$ cat src/rtl/main_slave_port_master.sv
// main_slave_port_master
// Bus master for the slave memory port of a Bambu-generated `main` accelerator.
// Issues single-beat reads/writes on lane 0 of the two-lane slave port, waits
// for DataRdy with a timeout, and runs the start/done handshake while counting
// the accelerator's run latency. Lane 1 of every S_* output is tied to zero.

module main_slave_port_master #(
   parameter int ADDR_W  = 7,
   parameter int DATA_W  = 8,
   parameter int SIZE_W  = 4,
   parameter int TIMEOUT = 64,
   parameter int CNT_W   = 32
) (
   input  logic                  clock,
   input  logic                  reset,

   // Memory command channel
   input  logic                  cmd_valid,
   output logic                  cmd_ready,
   input  logic                  cmd_write,
   input  logic [ADDR_W-1:0]     cmd_addr,
   input  logic [DATA_W-1:0]     cmd_wdata,
   input  logic [SIZE_W-1:0]     cmd_size,

   // Memory response channel
   output logic                  rsp_valid,
   input  logic                  rsp_ready,
   output logic [DATA_W-1:0]     rsp_rdata,
   output logic                  rsp_error,

   // Run control
   input  logic                  run_req,
   output logic                  run_busy,
   output logic                  run_done,
   output logic [CNT_W-1:0]      run_cycles,

   // Accelerator handshake
   output logic                  start_port,
   input  logic                  done_port,

   // Accelerator slave memory port (two lanes, lane 0 used)
   output logic [1:0]            S_oe_ram,
   output logic [1:0]            S_we_ram,
   output logic [2*ADDR_W-1:0]   S_addr_ram,
   output logic [2*DATA_W-1:0]   S_Wdata_ram,
   output logic [2*SIZE_W-1:0]   S_data_ram_size,
   input  logic [2*DATA_W-1:0]   Sout_Rdata_ram,
   input  logic [1:0]            Sout_DataRdy
);

   // Wide enough to hold TIMEOUT itself so TIMEOUT = 2^n does not wrap.
   localparam int TMO_W = $clog2(TIMEOUT + 1);

   typedef enum logic [2:0] {
      ST_IDLE,
      ST_ACCESS,
      ST_WAIT,
      ST_RESP,
      ST_RUN
   } state_e;

   state_e               state_q, state_d;

   // Transaction bookkeeping
   logic                 dir_q, dir_d;            // 1 = write
   logic [TMO_W-1:0]     tmo_q, tmo_d;            // WAIT cycles elapsed
   logic [CNT_W-1:0]     cnt_q, cnt_d;            // RUN cycles elapsed

   // Registered port outputs
   logic                 oe_q, oe_d;
   logic                 we_q, we_d;
   logic [ADDR_W-1:0]    addr_q, addr_d;
   logic [DATA_W-1:0]    wdata_q, wdata_d;
   logic [SIZE_W-1:0]    size_q, size_d;

   // Registered response / run outputs
   logic                 rsp_valid_q, rsp_valid_d;
   logic [DATA_W-1:0]    rsp_rdata_q, rsp_rdata_d;
   logic                 rsp_error_q, rsp_error_d;
   logic                 run_busy_q, run_busy_d;
   logic                 run_done_q, run_done_d;
   logic [CNT_W-1:0]     run_cycles_q, run_cycles_d;
   logic                 start_q, start_d;

   // Decodes
   logic                 run_fire;
   logic                 cmd_fire;
   logic                 rdy_seen;
   logic                 tmo_hit;
   logic [CNT_W-1:0]     cnt_inc;

   // Lane 1 of the slave port carries nothing this master uses.
   logic                 unused_lane1;
   assign unused_lane1 = ^{Sout_Rdata_ram[2*DATA_W-1:DATA_W], Sout_DataRdy[1]};

   // A run request wins over a command in the same cycle, so cmd_ready drops
   // whenever run_req is high; it is also held low while reset is asserted.
   assign cmd_ready = reset && (state_q == ST_IDLE) && !run_req;
   assign run_fire  = (state_q == ST_IDLE) && run_req;
   assign cmd_fire  = cmd_valid && cmd_ready;
   assign rdy_seen  = Sout_DataRdy[0];
   assign tmo_hit   = (tmo_q == TMO_W'(TIMEOUT - 1));
   // Run counter saturates at all-ones instead of wrapping.
   assign cnt_inc   = (cnt_q == {CNT_W{1'b1}}) ? cnt_q : cnt_q + CNT_W'(1);

   // State and output registers
   // NOTE: sequential state uses non-blocking assignments so every flop samples
   // the pre-edge values of the others, independent of statement order.
   always_ff @(posedge clock or negedge reset) begin
      if (!reset) begin
         state_q      <= ST_IDLE;
         dir_q        <= 1'b0;
         tmo_q        <= '0;
         cnt_q        <= '0;
         oe_q         <= 1'b0;
         we_q         <= 1'b0;
         addr_q       <= '0;
         wdata_q      <= '0;
         size_q       <= '0;
         rsp_valid_q  <= 1'b0;
         rsp_rdata_q  <= '0;
         rsp_error_q  <= 1'b0;
         run_busy_q   <= 1'b0;
         run_done_q   <= 1'b0;
         run_cycles_q <= '0;
         start_q      <= 1'b0;
      end else begin
         state_q      <= state_d;
         dir_q        <= dir_d;
         tmo_q        <= tmo_d;
         cnt_q        <= cnt_d;
         oe_q         <= oe_d;
         we_q         <= we_d;
         addr_q       <= addr_d;
         wdata_q      <= wdata_d;
         size_q       <= size_d;
         rsp_valid_q  <= rsp_valid_d;
         rsp_rdata_q  <= rsp_rdata_d;
         rsp_error_q  <= rsp_error_d;
         run_busy_q   <= run_busy_d;
         run_done_q   <= run_done_d;
         run_cycles_q <= run_cycles_d;
         start_q      <= start_d;
      end
   end

   // Next-state decode
   // NOTE: the default assignment first keeps every path assigned, so no
   // latch is inferred for state_d.
   always_comb begin
      state_d = state_q;
      unique case (state_q)
         ST_IDLE: begin
            if (run_fire) begin
               state_d = ST_RUN;
            end else if (cmd_fire) begin
               state_d = ST_ACCESS;
            end
         end
         ST_ACCESS: state_d = ST_WAIT;
         ST_WAIT: begin
            if (rdy_seen || tmo_hit) begin
               state_d = ST_RESP;
            end
         end
         ST_RESP: begin
            if (rsp_ready) begin
               state_d = ST_IDLE;
            end
         end
         ST_RUN: begin
            if (done_port) begin
               state_d = ST_IDLE;
            end
         end
         default: state_d = ST_IDLE;
      endcase
   end

   // Next values of the registered outputs and counters. The S_* registers
   // default to zero so they are high only in the single ACCESS cycle.
   always_comb begin
      dir_d        = dir_q;
      tmo_d        = tmo_q;
      cnt_d        = cnt_q;
      oe_d         = 1'b0;
      we_d         = 1'b0;
      addr_d       = '0;
      wdata_d      = '0;
      size_d       = '0;
      rsp_valid_d  = rsp_valid_q;
      rsp_rdata_d  = rsp_rdata_q;
      rsp_error_d  = rsp_error_q;
      run_busy_d   = run_busy_q;
      run_done_d   = 1'b0;
      run_cycles_d = run_cycles_q;
      start_d      = 1'b0;

      unique case (state_q)
         ST_IDLE: begin
            if (run_fire) begin
               start_d    = 1'b1;
               run_busy_d = 1'b1;
               cnt_d      = '0;
            end else if (cmd_fire) begin
               // Load the port registers now so the access shows in ACCESS.
               dir_d   = cmd_write;
               oe_d    = !cmd_write;
               we_d    = cmd_write;
               addr_d  = cmd_addr;
               wdata_d = cmd_wdata;
               size_d  = cmd_size;
            end
         end
         ST_ACCESS: begin
            tmo_d = '0;
         end
         ST_WAIT: begin
            tmo_d = tmo_q + TMO_W'(1);
            if (rdy_seen) begin
               rsp_valid_d = 1'b1;
               rsp_rdata_d = dir_q ? '0 : Sout_Rdata_ram[DATA_W-1:0];
               rsp_error_d = 1'b0;
            end else if (tmo_hit) begin
               rsp_valid_d = 1'b1;
               rsp_rdata_d = '0;
               rsp_error_d = 1'b1;
            end
         end
         ST_RESP: begin
            if (rsp_ready) begin
               rsp_valid_d = 1'b0;
            end
         end
         ST_RUN: begin
            if (done_port) begin
               // The start cycle itself counts as cycle 1.
               run_cycles_d = cnt_inc;
               run_done_d   = 1'b1;
               run_busy_d   = 1'b0;
            end else begin
               cnt_d = cnt_inc;
            end
         end
         default: ;
      endcase
   end

   assign rsp_valid       = rsp_valid_q;
   assign rsp_rdata       = rsp_rdata_q;
   assign rsp_error       = rsp_error_q;
   assign run_busy        = run_busy_q;
   assign run_done        = run_done_q;
   assign run_cycles      = run_cycles_q;
   assign start_port      = start_q;
   assign S_oe_ram        = {1'b0, oe_q};
   assign S_we_ram        = {1'b0, we_q};
   assign S_addr_ram      = {{ADDR_W{1'b0}}, addr_q};
   assign S_Wdata_ram     = {{DATA_W{1'b0}}, wdata_q};
   assign S_data_ram_size = {{SIZE_W{1'b0}}, size_q};

endmodule
$ cat config.mk
export PLATFORM = sky130hd
export DESIGN_NAME = main_slave_port_master
export DESIGN_NICKNAME = d
export VERILOG_FILES = /design/src/rtl/main_slave_port_master.sv
export SDC_FILE = /design/constraint.sdc
export NUM_CORES = 1
export LEC_CHECK = 0
export CAP_MARGIN = 0
export CELL_PAD_IN_SITES_DETAIL_PLACEMENT = 1
export CELL_PAD_IN_SITES_GLOBAL_PLACEMENT = 1
export CORE_MARGIN = 2
export CORE_UTILIZATION = 42
export CTS_BUF_LIST = sky130_fd_sc_hd__clkbuf_4
export CTS_CLUSTER_SIZE = 40
export DETAILED_ROUTE_END_ITERATION = 16
export PLACE_DENSITY = 0.85
export SKIP_CTS_REPAIR_TIMING = 1
export SYNTH_ARGS = -nofsm -noshare
export SYNTH_HDL_FRONTEND = slang
export SYNTH_SLANG_ARGS = --single-unit
$ cat constraint.sdc
create_clock -name clock -period 4.2 [get_ports clock]
set_clock_uncertainty 0.05 [all_clocks]
set_input_delay 0.63 -clock clock [delete_from_list [all_inputs] [get_ports clock]]
set_output_delay 0.63 -clock clock [all_outputs]
set_load 0.01 [all_outputs]
# == Word-level counts from Yosys, hierarchy flattened ==
# Index checks and enable logic that the tools add are counted.
# totals
register_bits,109
wordCells,92
input_bits,44
# op_classes
n_mux,41
n_addsub,2
n_eq_ne,13
bitwise_logic,1
reduce_logical,19
# ops
cell,count
2-to-1 mux 32 bit,3
case mux 32 bit (2 select lines),1
2-to-1 mux 8 bit,6
"adder 32 x 1 -> 32 bit, second input constant",1
"== test 32 bit, second input constant",1
2-to-1 mux 7 bit,3
2-to-1 mux 1 bit,16
2-to-1 mux 3 bit,5
case mux 3 bit (5 select lines),1
case mux 7 bit (2 select lines),1
2-to-1 mux 4 bit,3
AND reduction 3 bit,4
"inequality test 2 bit, second input constant",5
nonzero test 2 bit,4
"adder 7 x 1 -> 7 bit, second input constant",1
"== test 7 x 6 -> 1 bit, second input constant",1
"== test 3 x 2 -> 1 bit, second input constant",2
"inequality test 3 bit, second input constant",2
logical AND 1 bit,4
case mux 1 bit (2 select lines),2
AND reduction 2 bit,2
AND reduction 4 bit,1
"== test 3 x 1 -> 1 bit, second input constant",1
"== test 3 bit, second input constant",1
other kinds (4),5

# == Depth between registers and ports, before layout ==
# Gate-level depths: netlist of the first run.
# depth
ltp_word,7
depth_mapped,10
mapped_depth_nobuf,6

# == Least setup slack after synthesis of the first run ==
# Ideal clock, no wire load.
# synth_timing
path_kind,register -> register
start,register cnt_q[0]
end,"register run_cycles_q[26], in the netlist run_cycles[26]"
period_less_slack_ns,2.418
stages_incl_launch_ff,9
slack_ns,1.782
t_required_ns,4.068
arrival_time_ns,2.286
cell_sequence,dfrtp_1 ha_1 clkbuf_1 nand3_1 or4_4 or3_1 clkbuf_2 or3_1 a31oi_1
# synth_via
elab_chain_cells,2
# synth_lines
item,line_no,source
from (decl),67,"logic [CNT_W-1:0] cnt_q, cnt_d;"
from (signal assigned),131,cnt_q <= cnt_d;
adder 32 x 1 -> 32 bit / == test 32 bit (equally long branches),104,assign cnt_inc = (cnt_q == {CNT_W{1'b1}}) ? cnt_q : cnt_q + CNT_W'(1);
2-to-1 mux 32 bit (*),104,
to (signal assigned),142,run_cycles_q <= run_cycles_d;
to (decl),82,"logic [CNT_W-1:0] run_cycles_q, run_cycles_d;"
# Every way passes the cells marked *; elsewhere a longest branch is shown, timed or not.
# A chain may end at the register's enable or synchronous reset.

# == Worst setup path in the final report of the first run ==
# layout_timing
start,register state_q[0]
end,output cmd_ready
# layout_via
elab_chain_cells,3
# layout_lines
item,line_no,source
from (decl),62,"state_e state_q, state_d;"
from (signal assigned),128,state_q <= state_d;
zero test 3 bit,98,assign cmd_ready = reset && (state_q == ST_IDLE) && !run_req;
logical AND 1 bit (2 in series),98,
to (decl),19,"output logic cmd_ready,"
# Every way passes these cells.

==> impl_metrics.ini, run 1 <==
[status]
status = complete, no violations

[timing]
period_minus_slack_ns = 3.28
fmax_mhz = 305
finalHoldViolations = 0
min_period_over_period = 0.781
slew_violations = 0
worst_relative_slew_slack = 0.428
grt_setup_unrepaired = no
tns_ns = 0
final.hold.worst_slack_ns = 0.186
max_slew.worst_pin.slew_ns = 0.851
setup_viol = 0

[yosys]
netlist-cell-type-count = 60
yosys-top-cells-area = dfrtp_1, o21ai_0, nand2_1, a31oi_1, buf_4
ys_top_cells_by_count = dfrtp_1, o21ai_0, nand2_1, a31oi_1, clkbuf_1
ys.flop_type = dfrtp_1
post_synthesis_instance_area_um2 = 5580
synth_warnings = 0
edff_count_synth = 0
postSynthAreaPerCell_um2 = 9.31
yosys.cell_count.top_type = dfrtp_1
synth_top_area_share = 0.489
postSynthRegisterBits = 109
synth_area_leader_cell = dfrtp_1
synth_async_sr_flop_share = 1.00
synth_cells = 599
synth_sequential_area_ratio = 0.489

[floorplanning]
floorplan.die_area_um2 = 14200
core.rowCount = 42
floorplan.initialDensity = 0.426
die_w_um = 119
placeableCoreArea_um2 = 13100
chipHeight_um = 119
ios = 132

[route]
drt_drc_violations_left = 0
drt-pass1-iter-count = 4
routed_wl_um = 15700
via_count = 4779
drtIter0Drc = 235
vias_per_std_cell = 5.60
drt.antenna.violating_nets = 0
avgRoutedWirePerCell_um = 18.4

[critical_path]
startpoint = state_q[0]$_DFFE_PN0P_
critPathRequiredTime_ns = 3.52
endpoint_kind = primary output
r2r_cells = 5
timing.rr.end = run_cycles[21]$_DFFE_PN0P_
cp_data_arrival_time_ns = 2.60
critical_path.max_fanout = 20
worst-r2r-setup-slack_ns = 1.47
r2r-start = cnt_q[0]$_DFFE_PN0P_
kind_of_start_point_of_the_critical_path = flop
worstSetupPathType = reg2out

[placed_design]
routabilityCongestion = 0.844
hpwlAfterDp_um = 11200
dp.cells = 838
place_area_um2 = 6600
io_buffer_count = 101

[power_and_ir_drop]
worst_vdd_ir_mv = 0.185
power.leakage_uw = 0.00277
pwr_density_cell_nw_per_um2 = 467

[cells_and_area]
syn2layout_area_growth_pct = 21.3
final_layout_size_suffix_gt1_frac = 0.0516
post-route-util = 0.517
design.final.nets = 719
final.fill_count = 1477
fin_cells = 854
diodes = 0
finish.instance_area_um2 = 6770

[global_routing]
pin_count_of_the_biggest_net_entering_global_routing = 59
number_of_global_route_vias_before_repair = 4871
antenna_found_initial = 0
gr-usage-all-layers = 0.230
first_pass_grt_wire_length_um = 25900
grt_remaining_overflow = 0

[clocking]
clock_sink_count = 109
cts-root-buf = clkbuf_4
ctsLongestPathBuffers = 2
path_clk_slew_ns = 0.18
clock_tree.htree_level_count = 3
worstSkewPairLatency_ns = 0.53
cts-buffers-inserted = 9
tritoncts_clock_tree = built

[worst_hold_path]
timing.hold.worst.class = in2async

[job]
drv.max_cap_violation_count = 0
## area by class of cell
type	instances	area [µm²]	share of cell area
well taps	176	220	0.0325
inverters	20	75.1	0.0111
clock inverters	7	104	0.0153
multi-input cells	425	2510	0.371
flip-flops and latches	109	2730	0.403
clock buffers	9	67.6	0.00998
repair buffers	108	1060	0.157
## per-stage QoR
step           power (µW)  worst slack (ns)
3_5_place_dp         2550              1.40
3_3_place_gp         2470              1.47
6_report             3160             0.918
2_1_floorplan        1990              1.78
4_1_cts              3200             0.877
5_1_grt              3370             0.779
## worst max-delay path by stage
stage | end | slack [ns] | depth (start not counted)
after detailed placement | cnt_q[1]$_DFFE_PN0P_ | 1.40 | 7
after CTS | cmd_ready | 0.88 | 3
after global routing | cmd_ready | 0.78 | 3
after global placement | cnt_q[1]$_DFFE_PN0P_ | 1.47 | 7
after floorplan | run_cycles[26]$_DFFE_PN0P_ | 1.78 | 8
final | cmd_ready | 0.92 | 3
## placed cells by master, fill, tap and decap left out, types with 7 or more instances in the layout
| cell | count |
|---|---|
| conb_1 | 21 |
| nand2_1 | 56 |
| and3_1 | 9 |
| buf_4 | 8 |
| o211ai_1 | 7 |
| inv_1 | 20 |
| clkdlybuf4s50_1 | 100 |
| nand4_1 | 13 |
| mux2i_1 | 9 |
| nor2_1 | 26 |
| nor3_1 | 15 |
| or3_1 | 20 |
| a21oi_1 | 26 |
| a31oi_1 | 30 |
| clkbuf_4 | 9 |
| nand3_1 | 16 |
| xnor2_1 | 15 |
| o21ai_0 | 57 |
| and4_1 | 9 |
| and2_1 | 25 |
| dfrtp_1 | 109 |
## power by group
part           internal, µW  switching, µW  leakage [µW]
clock network           251            396     0.0000919
logic                   500            581       0.00122
registers              1250            180       0.00146
## state kept, by name, summed over array words and instances (netlist names), 3 cells and up
signal / count
addr_q: 7
tmo_q: 7
run_cycles: 32
rsp_rdata: 8
wdata_q: 8
cnt_q: 32
state_q: 3
size_q: 4
## logic make-up after synthesis
group,synth area share
and+or+nand+nor,0.212
muxes,0.0182
DFF,0.489
xor gates and xnor gates,0.0251
adders and majority gates,0.00449
AOI/OAI and AO/OA,0.175
other,0.000672
buffers and inverters,0.0758
## layer usage
metal | share of wire | up-vias | wire length, µm | GRT usage
li1 | - | 2256 | - | -
met1 | 0.42 | 2382 | 6580 | 0.286
met2 | 0.52 | 126 | 8110 | 0.403
met3 | 0.052 | 15 | 809 | 0.0546
met4 | 0.012 | 0 | 195 | 0.0543
met5 | 0 | - | 0 | 0
## critical path: stages, from the launching register on
cell and delay [ns]:
dfrtp_1 0.63, nor3_1 0.65, and3b_1 0.24, clkdlybuf4s50_1 0.55
Note: power is estimated with default switching activity, not from simulation.
==> inputs of run 2 (changes only) <==
--- a/config.mk
+++ b/config.mk
@@ -9,11 +9,11 @@
 export CELL_PAD_IN_SITES_DETAIL_PLACEMENT = 1
 export CELL_PAD_IN_SITES_GLOBAL_PLACEMENT = 1
 export CORE_MARGIN = 2
-export CORE_UTILIZATION = 42
+export CORE_UTILIZATION = 39
 export CTS_BUF_LIST = sky130_fd_sc_hd__clkbuf_4
 export CTS_CLUSTER_SIZE = 40
 export DETAILED_ROUTE_END_ITERATION = 16
-export PLACE_DENSITY = 0.85
+export PLACE_DENSITY = 0.8
 export SKIP_CTS_REPAIR_TIMING = 1
 export SYNTH_ARGS = -nofsm -noshare
 export SYNTH_HDL_FRONTEND = slang
==> constraint.sdc (replaced) <==
create_clock -name clock -period 3.4 [get_ports clock]
set_clock_uncertainty 0.05 [all_clocks]
set_input_delay 0.51 -clock clock [delete_from_list [all_inputs] [get_ports clock]]
set_output_delay 0.51 -clock clock [all_outputs]
set_load 0.01 [all_outputs]
==> impl_metrics.ini, run 2 (synthesized netlist as in run 1, its figures left out) <==
[status]
status = complete, no violations

[cells_and_area]
final.fill_count = 1613
layout_common_cells = dfrtp_1, clkdlybuf4s50_1, o21ai_0
post-route-util = 0.486
design.final.nets = 722
finish.instance_area_um2 = 6780
mostFrequentLayoutCell = dfrtp_1
final_layout_size_suffix_gt1_frac = 0.0529
diodes = 0
syn2layout_area_growth_pct = 21.5

[job]
drv.max_cap_violation_count = 0

[global_routing]
gr-usage-all-layers = 0.213
grt_remaining_overflow = 0
pin_count_of_the_biggest_net_entering_global_routing = 55
first_pass_grt_wire_length_um = 25300
number_of_global_route_vias_before_repair = 5030
antenna_found_initial = 0

[clocking]
cts-buffers-inserted = 9
clock_sink_count = 109
ctsLongestPathBuffers = 2
worstSkewPairLatency_ns = 0.52
clock_tree.htree_level_count = 3
tritoncts_clock_tree = built
path_clk_slew_ns = 0.19
cts-root-buf = clkbuf_4

[critical_path]
crit_family = simple AND/OR/NAND/NOR gates
endpoint_kind = primary output
chain_of_cells_forming_the_critical_path = nor3_1 -> and3b_1 -> clkdlybuf4s50_1
worst_path_largest_cell_delay_ns = 0.64
critPathRequiredTime_ns = 2.84
cp_data_arrival_time_ns = 2.50
critPathSlowestCell = dfrtp_1
worstSetupPathType = reg2out
critical_path.max_fanout = 20
kind_of_start_point_of_the_critical_path = flop
path_buf_inv = 1

[placed_design]
pre_cts_ws_ns = 0.779
routabilityCongestion = 0.860
io_buffer_count = 101
place_area_um2 = 6610
hpwlAfterDp_um = 11000

[route]
vias_per_std_cell = 5.62
drtIter0Drc = 255
routed_wl_um = 15400
via_count = 4836
avgRoutedWirePerCell_um = 17.9
drt.antenna.violating_nets = 0
drt-pass1-iter-count = 4
drt_drc_violations_left = 0

[timing]
setup_viol = 0
min_period_over_period = 0.900
period_minus_slack_ns = 3.06
final.hold.worst_slack_ns = 0.342
slew_violations = 0
finalHoldViolations = 0
timing.final.ws_setup_ns = 0.341
fmax_mhz = 327
worst_relative_slew_slack = 0.468
tns_ns = 0
grt_setup_unrepaired = no
max_slew.worst_pin.slew_ns = 0.791

[floorplanning]
floorplan.die_area_um2 = 15300
core.rowCount = 43
floorplan.initialDensity = 0.400
placeableCoreArea_um2 = 13900
ios = 132
die_w_um = 124
chipHeight_um = 124

[power_and_ir_drop]
pwr_density_cell_nw_per_um2 = 569
power.leakage_uw = 0.00278
worst_vdd_ir_mv = 0.330

[worst_hold_path]
timing.hold.worst.class = in2async
## run 2: cell type report
type	instances	area, µm²	share of cell area
Timing Repair Buffer	111	1090	0.160
Tap cell	180	225	0.0332
Clock buffer	9	67.6	0.00997
Inverter	20	75.1	0.0111
Sequential cell	109	2730	0.402
Clock inverter	7	88.8	0.0131
Multi-Input combinational cell	425	2510	0.370
## run 2: report_power, final
part / internal (µW) / switching, µW / leakage (µW) / total [µW]
Combinational: 624 / 723 / 0.00124 / 1350
Clock: 244 / 496 / 0.0000829 / 740
Sequential: 1550 / 221 / 0.00146 / 1770
## run 2: final timing paths
| path | startpoint | end | slack, ns | cells after the start |
|---|---|---|---|---|
| worst min-delay path | reset | tmo_q[3]$_DFFE_PN0P_ | 0.34 | 2 |
| worst min register to register | run_cycles[13]$_DFFE_PN0P_ | run_cycles[13]$_DFFE_PN0P_ | 0.46 | 2 |
| max in group asynchronous | reset | state_q[2]$_DFFE_PN0P_ | 1.90 | 3 |
| worst max-delay path | state_q[0]$_DFFE_PN0P_ | cmd_ready | 0.34 | 3 |
| min in group clock | run_cycles[13]$_DFFE_PN0P_ | run_cycles[13]$_DFFE_PN0P_ | 0.46 | 2 |
| worst max register to register | state_q[0]$_DFFE_PN0P_ | cnt_q[1]$_DFFE_PN0P_ | 0.76 | 6 |
## run 2: routing by layer
layer | GRT usage | vias up | part of all wire
met2 | 0.368 | 126 | 0.50
li1 | - | 2263 | -
met4 | 0.0803 | 0 | 0.023
met5 | 0 | - | 0
met1 | 0.253 | 2420 | 0.42
met3 | 0.0568 | 27 | 0.062
## run 2: through the flow
stage	power (µW)	instances
final	3850	861
after global routing	4130	861
after CTS	3900	860
after detailed placement	3160	844
after global placement	3070	844
after floorplan	2460	619
==> inputs of run 3 (changes only) <==
--- a/config.mk
+++ b/config.mk
@@ -13,7 +13,7 @@
 export CTS_BUF_LIST = sky130_fd_sc_hd__clkbuf_4
 export CTS_CLUSTER_SIZE = 40
 export DETAILED_ROUTE_END_ITERATION = 16
-export PLACE_DENSITY = 0.8
+export PLACE_DENSITY = 0.82
 export SKIP_CTS_REPAIR_TIMING = 1
 export SYNTH_ARGS = -nofsm -noshare
 export SYNTH_HDL_FRONTEND = slang
==> impl_metrics.ini, run 3 (synthesized netlist as in run 1, its figures left out) <==
[status]
status = complete, no violations

[timing]
period_minus_slack_ns = 3.01
setup_viol = 0
worst_relative_slew_slack = 0.431
min_period_over_period = 0.884
grt_setup_unrepaired = no
finalHoldViolations = 0
max_slew.worst_pin.slew_ns = 0.853
fmax_mhz = 333
final.hold.worst_slack_ns = 0.354
tns_ns = 0
slew_violations = 0

[floorplanning]
core.rowCount = 43
die_w_um = 124
chipHeight_um = 124
ios = 132
floorplan.die_area_um2 = 15300
floorplan.initialDensity = 0.400
placeableCoreArea_um2 = 13900

[route]
avgRoutedWirePerCell_um = 18.2
via_count = 4805
drt-pass1-iter-count = 4
drt.antenna.violating_nets = 0
drt_drc_violations_left = 0
vias_per_std_cell = 5.57
drtIter0Drc = 339
routed_wl_um = 15700

[power_and_ir_drop]
sw_frac_of_total = 0.381
power_report.internal_total_uw = 2340
pwr_density_cell_nw_per_um2 = 559
worst_vdd_ir_mv = 0.309
power.leakage_uw = 0.00276
power.share.combinational = 0.358
sequentialPowerShare = 0.469
clkPwrFrac = 0.173
net-switching-power_uw = 1440

[cells_and_area]
sequential_cell_area_um2 = 2730
multiInputGateArea_um2 = 2510
mostFrequentLayoutCell = dfrtp_1
fin_cells = 862
post-route-util = 0.485
syn2layout_area_growth_pct = 21.1
design.final.nets = 721
final_layout_size_suffix_gt1_frac = 0.0515
layout_common_cells = dfrtp_1, clkdlybuf4s50_1, o21ai_0
final.fill_count = 1600

[worst_hold_path]
timing.hold.worst.class = in2async

[placed_design]
routabilityCongestion = 0.847
io_buffer_count = 101
dp.cells = 843
hpwlAfterDp_um = 11300

[clocking]
ctsLongestPathBuffers = 2
cts-root-buf = clkbuf_4
worstSkewPairLatency_ns = 0.50
path_clk_slew_ns = 0.19
clock_tree.htree_level_count = 3
tritoncts_clock_tree = built
cts-buffers-inserted = 9
clock_sink_count = 109

[critical_path]
critPathSlowestCell = dfrtp_1
endpoint_kind = primary output
chain_of_cells_forming_the_critical_path = nor3_1 -> and3b_1 -> clkdlybuf4s50_1
kind_of_start_point_of_the_critical_path = flop
cp_data_arrival_time_ns = 2.45
critPathRequiredTime_ns = 2.84
critical_path.max_fanout = 20
worst_path_largest_cell_delay_ns = 0.65
worstSetupPathType = reg2out

[global_routing]
grt_remaining_overflow = 0
first_pass_grt_wire_length_um = 25500
antenna_found_initial = 1
pin_count_of_the_biggest_net_entering_global_routing = 57
gr-usage-all-layers = 0.215
number_of_global_route_vias_before_repair = 5060

[job]
drv.max_cap_violation_count = 0
-- run 3: cell count changes in the layout (fill, tap and decap cells not counted) --
| cell | previous run | this run |
|---|---|---|
| buf_4 | 10 | 9 |
| diode_2 | 0 | 2 |
| clkinv_2 | 0 | 1 |
| inv_6 | 2 | 3 |
| inv_8 | 3 | 1 |
| clkinv_8 | 0 | 1 |
| bufinv_16 | 1 | 0 |
-- run 3: final timing paths --
path | startpoint | endpoint | slack [ns] | depth (start not counted)
setup / recovery | state_q[0]$_DFFE_PN0P_ | cmd_ready | 0.39 | 3
hold / removal | reset | tmo_q[1]$_DFFE_PN0P_ | 0.35 | 2
setup reg to reg | cnt_q[0]$_DFFE_PN0P_ | run_cycles[26]$_DFFE_PN0P_ | 0.78 | 6
hold reg to reg | run_cycles[8]$_DFFE_PN0P_ | run_cycles[8]$_DFFE_PN0P_ | 0.46 | 1
max in group asynchronous | reset | cnt_q[3]$_DFFE_PN0P_ | 1.87 | 3
min in group clock | run_cycles[8]$_DFFE_PN0P_ | run_cycles[8]$_DFFE_PN0P_ | 0.46 | 1
-- run 3: critical path, delay by kind of cell (launching register included) --
| family | cells | cell delay, ns |
|---|---|---|
| buffers and inverters | 1 | 0.53 |
| AND/OR/NAND/NOR | 2 | 0.77 |
| flip-flops | 1 | 0.65 |
-- run 3: final cells by class --
cell class | instances | area share
Antenna cell | 2 | 0.000741
Multi-Input combinational cell | 425 | 0.371
Clock inverter | 7 | 0.00982
Inverter | 20 | 0.0111
Timing Repair Buffer | 110 | 0.160
Sequential cell | 109 | 0.404
Tap cell | 180 | 0.0333
Clock buffer | 9 | 0.0100
-- run 3: layer usage --
layer	track usage	part of all wire
met5	0	0
met4	0.0682	0.022
met3	0.0536	0.056
met2	0.387	0.51
met1	0.250	0.42
-- run 3: stage by stage --
step / power, µW / worst slack [ns] / area (µm²)
after floorplan: 2460 / 0.982 / 5650
after global placement: 3060 / 0.874 / 6610
after detailed placement: 3160 / 0.780 / 6610
after CTS: 3830 / 0.368 / 6740
after global routing: 4040 / 0.246 / 6750
final: 3770 / 0.393 / 6750
-- run 3: power groups by stage --
stage	sequential [µW]	clock, µW	combinational [µW]
after floorplan	1800	0	657
after global placement	1770	0	1290
after detailed placement	1800	0	1360
after CTS	1770	686	1370
after global routing	1820	731	1500
final	1770	653	1350
==> edit, RTL diff (config.mk and constraints of run 2) <==
Take the reset off `addr_q`, `wdata_q` and `rsp_rdata_q` and load them in a clocked block of their own.
--- a/src/rtl/main_slave_port_master.sv
+++ b/src/rtl/main_slave_port_master.sv
@@ -114,11 +114,8 @@
          cnt_q        <= '0;
          oe_q         <= 1'b0;
          we_q         <= 1'b0;
-         addr_q       <= '0;
-         wdata_q      <= '0;
          size_q       <= '0;
          rsp_valid_q  <= 1'b0;
-         rsp_rdata_q  <= '0;
          rsp_error_q  <= 1'b0;
          run_busy_q   <= 1'b0;
          run_done_q   <= 1'b0;
@@ -131,17 +128,20 @@
          cnt_q        <= cnt_d;
          oe_q         <= oe_d;
          we_q         <= we_d;
-         addr_q       <= addr_d;
-         wdata_q      <= wdata_d;
          size_q       <= size_d;
          rsp_valid_q  <= rsp_valid_d;
-         rsp_rdata_q  <= rsp_rdata_d;
          rsp_error_q  <= rsp_error_d;
          run_busy_q   <= run_busy_d;
          run_done_q   <= run_done_d;
          run_cycles_q <= run_cycles_d;
          start_q      <= start_d;
       end
+   end
+
+   always_ff @(posedge clock) begin
+      addr_q      <= addr_d;
+      wdata_q     <= wdata_d;
+      rsp_rdata_q <= rsp_rdata_d;
    end
 
    // Next-state decode
Formal check against the unedited RTL: differs if reset is asserted again (counterexample within 4 cycles, from zero or initial values and one cycle with reset low); with reset held inactive, the same outputs for 10 cycles.
==> edit against run 2 <==
  * Sequential power down 11%
  * Final area decreased by 2.1%
  * Synthesized cell count shrank 6.8%
  * Sequential cell count unchanged
  * Total power fell by 12%
  * Synthesized area fell by 4.6%
  * Hold slack better by 0.10 ns
  * Die area fell by 4.4%
  * Wire length fell by 0.36%
  * Setup slack better by 0.20 ns
  * Critical path type is now input port to output port
==> edit: results (changes against run 2) <==
Yosys
  • Post-synthesis cell type count: 52 (was 60)
  • FFs w/ async S/R, synth: 0.789 (was 1.00)
  • Register area share after synthesis: 0.506 (was 0.489)
  • Commonest cells in the netlist: dfrtp_1 (86), nand2_1 (61), o21ai_0 (46), and2_1 (32), clkbuf_1 (31) (was dfrtp_1 (109), o21ai_0 (57), nand2_1 (56), a31oi_1 (30), clkbuf_1 (30))
  • Post-synth EDFFs: 8 (was 0)
  • Syn Inst Count: 558 (was 599)
  • Largest cells by area after synthesis: dfrtp_1 (40%), dfxtp_1 (5.6%), edfxtp_1 (4.5%) (was dfrtp_1 (49%), o21ai_0 (5.1%), nand2_1 (3.8%))

Critical path
  • CP max stage cell: dlygate4sd3_1 (was dfrtp_1)
  • RR Startpoint: cnt_q[0]$_DFFE_PN0P_ (was state_q[0]$_DFFE_PN0P_)
  • Max FO, Critical Path: 38 (was 20)
  • CP arrival: 2.30 ns (was 2.50 ns)
  • FF-to-FF setup slack: 0.66 ns (was 0.76 ns)
  • Crit path largest cell delay: 0.57 ns (was 0.64 ns)
  • Crit path from: reset (was state_q[0]$_DFFE_PN0P_)
  • Crit Reg-Reg Endpoint: run_cycles[18]$_DFFE_PN0P_ (was cnt_q[1]$_DFFE_PN0P_)

Detailed routing
  • Starting DRT DRC Count: 243 (was 255)
  • DRT Pass-1 Iters: 7 (was 4)
  • Via density: 5.59 (was 5.62)
  • Final WL: 15.3 mm (was 15.4 mm)

GRT
  • Vias in the first global route: 4867 (was 5030)
  • GR Util All Layers: 0.215 (was 0.213)
  • Pin count of the biggest net entering global routing: 52 (was 55)
  • Antenna violations before repair: 1 (was 0)
  • First-pass GRT wire length: 24.8 mm (was 25.3 mm)

STA
  • Final slew viol count: 0 (unchanged)
  • Final hold slack: 0.447 ns (was 0.342 ns)
  • Max-slew headroom: 0.509 (was 0.468)

Placement
  • Dpl cell area: 6420 sq um (was 6610 sq um)
  • Cell count after placement: 808 (was 844)
  • Gpl congestion: 0.853 (was 0.860)
  • DP HPWL: 10.8 mm (was 11.0 mm)

Pwr
  • Worst vdd ir: 0.000246 V (was 0.000330 V)
  • Sw Ratio: 0.320 (was 0.373)
  • Static leakage: 0.00273 uW (was 0.00278 uW)

Final layout
  • Final net count: 690 (was 722)
  • Finished Layout Cells: 826 (was 861)
  • Share of layout cells above drive strength 1: 0.0632 (was 0.0529)

Hold path
  • Worst Hold Class: flip-flop to flip-flop (was input port to asynchronous set/reset pin)

Clocking
  • Reg clk slew, reported paths: 0.15 ns (was 0.19 ns)
  • Worst-Skew Late Latency: 0.48 ns (was 0.52 ns)

Outcome
  • Status: finished, final reports clean (unchanged)
## edit: changes by cell type after synthesis, sizes merged, moves of 8 or more
| cell | run 2 | this run |
|---|---|---|
| a21oi | 27 | 19 |
| and2 | 25 | 33 |
| dfrtp | 109 | 86 |
| dfxtp | 0 | 15 |
| edfxtp | 0 | 8 |
| inv | 20 | 6 |
| nand3 | 16 | 25 |
| o21ai | 57 | 46 |
| or3 | 20 | 10 |
## edit: cell type report
class | count | area, sq um
diodes | 1 | 2.50
multi-input cells | 404 | 2380
flip-flops and latches | 109 | 2690
fillers | 1501 | 6660
repair buffers | 114 | 1110
clock buffers | 11 | 82.6
clock inverters | 5 | 124
inverters | 6 | 22.5
well taps | 176 | 220
## edit: worst min path at each step
stage | depth (start not counted) | to | start
6_report | 2 | run_cycles[29]$_DFFE_PN0P_ | run_cycles[29]$_DFFE_PN0P_
5_1_grt | 2 | run_cycles[14]$_DFFE_PN0P_ | run_cycles[14]$_DFFE_PN0P_
3_5_place_dp | 2 | run_cycles[29]$_DFFE_PN0P_ | run_cycles[29]$_DFFE_PN0P_
3_3_place_gp | 2 | run_cycles[15]$_DFFE_PN0P_ | run_cycles[15]$_DFFE_PN0P_
4_1_cts | 1 | cnt_q[2]$_DFFE_PN0P_ | reset
2_1_floorplan | 0 | cnt_q[0]$_DFFE_PN0P_ | reset
## edit: routing by layer
| metal | GRT usage | vias to the layer above | routed length (um) |
|---|---|---|---|
| li1 | - | 2141 | - |
| met1 | 0.267 | 2338 | 6490 |
| met2 | 0.372 | 116 | 7850 |
| met3 | 0.0462 | 22 | 651 |
| met4 | 0.0705 | 0 | 323 |
| met5 | 0 | - | 0 |
## edit: cell families after synthesis
group                    share of synthesized area
AO/OA/AOI/OAI                                0.165
XOR/XNOR                                    0.0296
adder cells (fa/ha/maj)                    0.00470
buffers and inverters                       0.0630
flip-flops                                   0.506
multiplexers                                0.0101
other                                     0.000705
AND/OR/NAND/NOR                              0.221
## edit: power groups by stage
stage                     registers (uW)  clock network, uW  logic, uW
after floorplan                     1600                  0        477
after global placement              1600                  0        870
after detailed placement            1610                  0        911
after CTS                           1580                915        918
after global routing                1610                963       1000
final                               1580                891        908
## edit: worst max-delay path, delay by kind of cell
kind / cells / cell delay (ns)
buf+inv: 3 / 1.56
simple gates: 1 / 0.20
## edit: through the flow
stage | setup slack, ns | util | total power (uW)
detailed placement | 0.758 | 0.483 | 2520
global placement | 0.802 | 0.483 | 2470
floorplan | 0.984 | - | 2070
CTS | 0.661 | 0.498 | 3420
finish | 0.543 | 0.499 | 3380
global route | 0.436 | 0.499 | 3570
